===== src/rtl/rp_sd_arbiter.sv =====
// Round-robin arbiter sharing one SD sector engine among NUM_DRV drives.
// Latches op/LSA per grant, with completion handshake, watchdog and clear/abort.
module rp_sd_arbiter #(
  parameter int NUM_DRV = 8,
  parameter int OP_W    = 3,
  parameter int LSA_W   = 21,
  parameter int TIMEOUT = 2**22,
  localparam int SCAN_W = (NUM_DRV > 1) ? $clog2(NUM_DRV) : 1
) (
  input  logic                     clk,
  input  logic                     rst,
  input  logic                     clr,
  input  logic [NUM_DRV-1:0]       drvREQ,
  input  logic [NUM_DRV*OP_W-1:0]  drvSDOP,
  input  logic [NUM_DRV*LSA_W-1:0] drvSDLSA,
  output logic [NUM_DRV-1:0]       drvACK,
  output logic [NUM_DRV-1:0]       drvTMO,
  output logic                     sdREQ,
  output logic [OP_W-1:0]          sdOP,
  output logic [LSA_W-1:0]         sdLSA,
  output logic [SCAN_W-1:0]        sdSCAN,
  input  logic                     sdACK,
  output logic                     sdABORT,
  output logic                     arbBUSY
);

  localparam int TMR_W = (TIMEOUT > 0) ? $clog2(TIMEOUT + 1) : 1;
  localparam logic [TMR_W-1:0] TMO_LAST =
    TMR_W'((TIMEOUT > 0) ? TIMEOUT - 1 : 0);
  localparam logic [SCAN_W-1:0] LAST_DRV = SCAN_W'(NUM_DRV - 1);

  typedef enum logic [1:0] {
    IDLE = 2'd0,
    WAIT = 2'd1,
    DONE = 2'd2
  } state_t;

  state_t              state_q;
  logic [SCAN_W-1:0]   ptr_q;
  logic [SCAN_W-1:0]   scan_q;
  logic [OP_W-1:0]     op_q;
  logic [LSA_W-1:0]    lsa_q;
  logic [TMR_W-1:0]    timer_q;
  logic [NUM_DRV-1:0]  ack_q;
  logic [NUM_DRV-1:0]  tmo_q;
  logic                req_q;
  logic                abort_q;
  logic                busy_q;

  logic                found;
  logic [SCAN_W-1:0]   pick;
  int                  idx;
  logic                tmo_hit;
  logic [SCAN_W-1:0]   ptr_d;

  // Search starts at ptr and wraps explicitly, so non-power-of-two
  // drive counts never alias onto missing drives.
  always_comb begin
    found = 1'b0;
    pick  = '0;
    idx   = 0;
    for (int i = 0; i < NUM_DRV; i++) begin
      idx = int'(ptr_q) + i;
      if (idx >= NUM_DRV) idx = idx - NUM_DRV;
      if (!found && drvREQ[idx]) begin
        found = 1'b1;
        pick  = SCAN_W'(idx);
      end
    end
  end

  assign tmo_hit = (TIMEOUT != 0) && (timer_q == TMO_LAST);
  assign ptr_d   = (scan_q == LAST_DRV) ? '0 : scan_q + 1'b1;

  always_ff @(posedge clk) begin
    if (rst || clr) begin
      state_q <= IDLE;
      ptr_q   <= '0;
      scan_q  <= '0;
      op_q    <= '0;
      lsa_q   <= '0;
      timer_q <= '0;
      ack_q   <= '0;
      tmo_q   <= '0;
      req_q   <= 1'b0;
      busy_q  <= 1'b0;
      abort_q <= !rst && (state_q == WAIT);
    end else begin
      ack_q   <= '0;
      tmo_q   <= '0;
      abort_q <= 1'b0;
      unique case (state_q)
        IDLE: begin
          if (found) begin
            scan_q  <= pick;
            op_q    <= drvSDOP[int'(pick)*OP_W +: OP_W];
            lsa_q   <= drvSDLSA[int'(pick)*LSA_W +: LSA_W];
            timer_q <= '0;
            req_q   <= 1'b1;
            busy_q  <= 1'b1;
            state_q <= WAIT;
          end
        end
        WAIT: begin
          if (timer_q != '1) timer_q <= timer_q + 1'b1;
          if (sdACK) begin
            ack_q[scan_q] <= 1'b1;
            req_q         <= 1'b0;
            state_q       <= DONE;
          end else if (tmo_hit) begin
            ack_q[scan_q] <= 1'b1;
            tmo_q[scan_q] <= 1'b1;
            req_q         <= 1'b0;
            state_q       <= DONE;
          end
        end
        DONE: begin
          ptr_q   <= ptr_d;
          timer_q <= '0;
          busy_q  <= 1'b0;
          state_q <= IDLE;
        end
        default: state_q <= IDLE;
      endcase
    end
  end

  assign drvACK  = ack_q;
  assign drvTMO  = tmo_q;
  assign sdREQ   = req_q;
  assign sdOP    = op_q;
  assign sdLSA   = lsa_q;
  assign sdSCAN  = scan_q;
  assign sdABORT = abort_q;
  assign arbBUSY = busy_q;

endmodule


===== config.mk =====
export PLATFORM = sky130hd
export DESIGN_NAME = rp_sd_arbiter
export DESIGN_NICKNAME = d
export VERILOG_FILES = /design/src/rtl/rp_sd_arbiter.sv
export SDC_FILE = /design/constraint.sdc
export NUM_CORES = 1
export LEC_CHECK = 0
export BUFFER_PORTS_ARGS = -buffer_cell sky130_fd_sc_hd__buf_2
export CAP_MARGIN = 20
export CORE_MARGIN = 5
export CORE_UTILIZATION = 53
export CTS_BUF_LIST = sky130_fd_sc_hd__clkbuf_8
export CTS_CLUSTER_DIAMETER = 200
export DETAILED_ROUTE_END_ITERATION = 12
export PLACE_DENSITY = 0.93
export SLEW_MARGIN = 5
export SYNTH_ARGS = -nofsm -noshare
export SYNTH_HDL_FRONTEND = slang
export SYNTH_SLANG_ARGS = --single-unit

===== constraint.sdc =====
create_clock -name clk -period 10.35 [get_ports clk]
set_input_delay 1.035 -clock clk [delete_from_list [all_inputs] [get_ports clk]]
set_output_delay 1.035 -clock clk [all_outputs]
set_load 0.05 [all_outputs]

Yosys cells after proc, flatten, opt, wreduce, memory -nomap -nowiden
Index checks and enable logic that the tools add are counted.
Word-level totals
  register bits after elaboration: 74
  output and inout port bits: 46
  input bits: 204
Operators by class
  shifts and indexed selects: 2
  mux-type cells: 65
  equality and inequality tests: 8
  reductions and logical operators: 29
  $mul: 2
  $lt $le $gt $ge: 18
  bitwise logic cells: 1
  add/subtract/negate cells: 17
Operator list (number)
  < comparator 32 x 5 -> 1 bit, second input constant: 8
  2-to-1 mux 32 bit: 8
  variable part select 168 x 9 -> 21 bit: 1
  case mux 23 bit (3 select lines): 1
  2-to-1 mux 23 bit: 2
  subtractor 4 x 4 -> 5 bit, second input constant: 7
  greater-or-equal comparator 4 bit, second input constant: 7
  2-to-1 mux 1 bit: 28
  2-to-1 mux 3 bit: 9
  binary-select mux 1 bit (select 3 bit): 8
  variable part select 24 x 6 -> 3 bit: 1
  adder 23 x 1 -> 23 bit, second input constant: 1
  == test 23 x 22 -> 1 bit, second input constant: 1
  != test 23 bit, second input constant: 1
  adder 3 x 3 -> 4 bit, second input constant: 4
  2-to-1 mux 8 bit: 2
  logical AND 1 bit: 9
  adder 3 x 2 -> 4 bit, second input constant: 2
  logical NOT 1 bit: 8
  multiplier 3 x 5 -> 8 bit, second input constant: 1
  2-to-1 mux 2 bit: 3
  AND reduction 2 bit: 3
  AND reduction 3 bit: 2
  multiplier 3 x 2 -> 5 bit, second input constant: 1
  22 further kinds: 24

Depth between registers and ports, before layout
  word-level depth: 29
  depth in mapped cells: 17

Least setup slack after synthesis
No wires, ideal clock.
  kind: reg2reg
  start point: reg ptr_q[1]
  end point: reg lsa_q[11] (netlist: sdLSA[11])
  arrival: 4.141 ns
  stages on the path, launching flop included: 18
  library setup time: 0.117 ns
  required time: 10.233 ns
  setup slack: 6.092 ns
  path through: dfxtp_1 -> buf_2 -> clkbuf_1 -> inv_1 -> ha_1 -> buf_6 -> mux2_1 -> mux4_2 -> o32ai_4 -> nand2_2 -> o311ai_1 -> and2_1 -> buf_4 -> buf_6 -> buf_6 -> mux2i_1 -> o22ai_1 -> o22a_1
On the way
  cells in the longest elaborated chain, start to end: 29
Ends and longest elaborated chain
  start, declared: line 39  | logic [SCAN_W-1:0] ptr_q;
  start signal, assigned: line 118  | ptr_q <= ptr_d;
  branches (longest 29 deep; another with subtractor 4 x 4 -> 5 bit)
  end signal, assigned: line 97  | lsa_q <= drvSDLSA[int'(pick)*LSA_W +: LSA_W];
  end, declared: line 42  | logic [LSA_W-1:0] lsa_q;
Parallel ways; which one is timed is not known. The select of a mux whose other input is x is not followed.
A chain may end at the register's enable or synchronous reset.

Worst setup path after layout
  start point: reg ptr_q[1]
  end point: reg lsa_q[7] (netlist: sdLSA[7])
Same word-level chain as after synthesis.

==> impl_metrics.py <==
metrics = {
    "detailed_routing": {
        "drt_iter0_drc": 615,
        "via_per_inst": 6.01,
        "ant_nets": 0,
        "drc_errors": 0,
        "wl_per_cell_um": 18.9,
        "vias": 5732,
        "routed_wl_um": 18000,
        "drt-pass1-iter-count": 5,
    },
    "critical_path": {
        "endpoint_kind": "flop",
        "crit_fanout": 64,
        "crit_required_ns": 10.62,
        "cp_slowest_cell": "dfxtp_1",
        "critPathBufInv": 2,
        "crit_arrival_ns": 6.00,
        "cp_slowest_stage_delay_ns": 0.98,
        "crit_chain": "inv_1 -> ha_1 -> mux2_1 -> mux4_2 -> o32ai_4 -> nand2_2 -> o311ai_1 -> and2_4 -> buf_4 -> mux2i_1 -> mux2_2 -> a211oi_2",
        "start_kind": "flop",
        "cpLargestDelayFamily": "multiplexers",
        "path_class": "flop to flop",
    },
    "sta": {
        "setup_viol": 0,
        "fmax_mhz": 175,
        "fin_ws_ns": 4.62,
        "period_share": 0.554,
        "finalHoldViolCount": 0,
        "relSlewSlack": 0.340,
        "fin_crit_ns": 5.73,
        "fin_tns_setup_ns": 0,
        "final.setup_skew_ns": 0.0100,
        "worst_slew_pin_slew_ns": 0.989,
        "slew_viol_final": 0,
        "rsz0062_at_grt": "no",
    },
    "floorplanning": {
        "core_area_um2": 9820,
        "die_area_um2": 12200,
        "start_util": 0.545,
        "row_count": 36,
        "die-width_um": 111,
        "die_y_um": 111,
        "io_pins": 250,
    },
    "logic_synthesis": {
        "synthCells": 592,
        "synth-seq-cells": 74,
        "syn_area_um2": 5360,
        "synth_edf_count": 0,
        "yosysWarnings": 0,
        "synthFlopType": "dfxtp_1",
        "syn-num-nets": 801,
        "seq_area_frac_synth": 0.277,
        "ys_types": 58,
        "synth.most_common_cell": "mux2i_1",
        "yosysTopAreaCell": "dfxtp_1",
        "synth_commonest_cells": "mux2i_1 (89), dfxtp_1 (74), nor2_1 (62), a21oi_1 (25), nand2_1 (24)",
        "syn_area_per_cell_um2": 9.05,
        "async_flop_share": 0,
        "yosys.area.top_type_share": 0.277,
        "synthTopCellsByArea": "dfxtp_1 (28%), mux2i_1 (17%), mux4_2 (6.7%)",
    },
    "power": {
        "power_density_nw_per_um2": 111,
        "power.total_w": 0.000755,
        "peakVddDrop_uv": 105,
        "p_leak_nw": 3.00,
    },
    "run_status": {
        "status": "completed",
    },
    "layout": {
        "diodes": 0,
        "area_delta_synth_final_pct": 27.2,
        "drive_above_1_share": 0.387,
        "nets": 1024,
    },
    "clock_tree": {
        "cts_buffers": 9,
        "cts_tree": "built",
        "clock_sinks": 74,
        "insertion_delay_ns": 0.35,
        "cts_hold_buf": 0,
        "post_cts_buffers": 0,
        "clk_pin_slew_worst_paths_ns": 0.08,
        "cts_max_level": 3,
        "cts-root-buf": "clkbuf_8",
        "cts.path.max_buffers": 2,
        "cts_resized": 0,
    },
    "global_routing": {
        "grt_max_degree": 65,
        "grt-busiest-layer": "met2",
        "grt_pass1_vias": 5555,
        "use_met2": 0.475,
        "use_met3": 0.0815,
        "grtUsageTotal": 0.281,
        "antenna_found_initial": 0,
        "met1_usage": 0.348,
        "grt-ovfl-total": 0,
        "grt_pass1_wl_um": 28700,
    },
    "flow_run": {
        "maxCapViolations": 0,
    },
    "min_path": {
        "worst_hold_path_type": "flop to flop",
    },
    "placement": {
        "dp_hpwl_um": 13700,
        "place_ws_ns": 4.68,
        "port_buffers": 249,
        "place_congestion": 0.941,
    },
}
[final timing paths]
path,to,from,cells past startpoint,slack (ns)
worst max-delay path,sdLSA[7]$_SDFFE_PP0P_,ptr_q[1]$_SDFFE_PP0P_,12,4.62
worst min-delay path,sdLSA[6]$_SDFFE_PP0P_,sdLSA[6]$_SDFFE_PP0P_,1,0.48
worst max register to register,sdLSA[7]$_SDFFE_PP0P_,ptr_q[1]$_SDFFE_PP0P_,12,4.62
worst min register to register,sdLSA[6]$_SDFFE_PP0P_,sdLSA[6]$_SDFFE_PP0P_,1,0.48
[layout make-up]
cell class / instances / area (µm²)
Clock inverter: 5 / 61.3
Fill cell: 780 / 3010
Inverter: 12 / 45.0
Clock buffer: 11 / 151
Timing Repair Buffer: 254 / 1300
Multi-Input combinational cell: 464 / 3610
Sequential cell: 74 / 1480
Tap cell: 133 / 166
[placed cells by master (no fill, tap or decap), types with 2 or more instances in the layout]
| master | instances |
|---|---|
| buf_2 | 249 |
| mux2i_1 | 89 |
| dfxtp_1 | 74 |
| nor2_1 | 61 |
| a21oi_1 | 25 |
| nand2_1 | 24 |
| and3_1 | 20 |
| mux4_2 | 16 |
| xnor2_1 | 16 |
| o21ai_0 | 16 |
| o22a_1 | 16 |
| a211oi_1 | 16 |
| nand3_1 | 15 |
| a221oi_1 | 15 |
| o22ai_1 | 14 |
| nor3_1 | 13 |
| inv_1 | 11 |
| mux2_2 | 11 |
| clkbuf_8 | 11 |
| o21a_1 | 8 |
| a211oi_2 | 8 |
| nand2b_1 | 7 |
| xor2_1 | 6 |
| and2_1 | 6 |
| a31oi_1 | 5 |
| nand4_1 | 5 |
| or3_1 | 5 |
| ha_1 | 5 |
| and4_1 | 4 |
| mux2_1 | 3 |
| or2_2 | 3 |
| o2bb2ai_1 | 3 |
| nor3b_1 | 3 |
| clkinvlp_4 | 3 |
| buf_4 | 3 |
| nand2_2 | 2 |
| a2111oi_0 | 2 |
| buf_8 | 2 |
[routing by layer]
layer	vias to the layer above	part of all wire
li1	2679	-
met1	2694	0.40
met2	313	0.49
met3	46	0.085
met4	0	0.027
met5	-	0
[cells by family after synthesis]
| logic type | synth area share |
|---|---|
| buffers and inverters | 0.0512 |
| xor gates and xnor gates | 0.0360 |
| muxes | 0.263 |
| and+or+nand+nor | 0.159 |
| DFF | 0.277 |
| AOI/OAI and AO/OA | 0.202 |
| adders and majority gates | 0.0117 |
[stage by stage]
step            util  area, µm²  cells  hold WS (ns)
6_report       0.694       6810    953         0.484
5_1_grt        0.694       6810    953         0.503
3_3_place_gp   0.669       6570    935         0.460
2_1_floorplan      -       5360    592         0.467
3_5_place_dp   0.669       6570    935         0.465
4_1_cts        0.691       6780    951         0.485
[registers in the layout (all words and copies together) (netlist names)]
name	flops
ptr_q	3
sdABORT	1
arbBUSY	1
drvACK	8
drvTMO	8
state_q	2
sdLSA	21
timer_q	23
sdREQ	1
sdOP	3
sdSCAN	3
[power breakdown]
group	internal, W	switching, W	total, W
combinational	0.0000943	0.000124	0.000218
clock	0.000125	0.000111	0.000237
sequential	0.000294	0.00000687	0.000301
total	0.000514	0.000242	0.000755
Note: power is estimated with default switching activity, not from simulation.
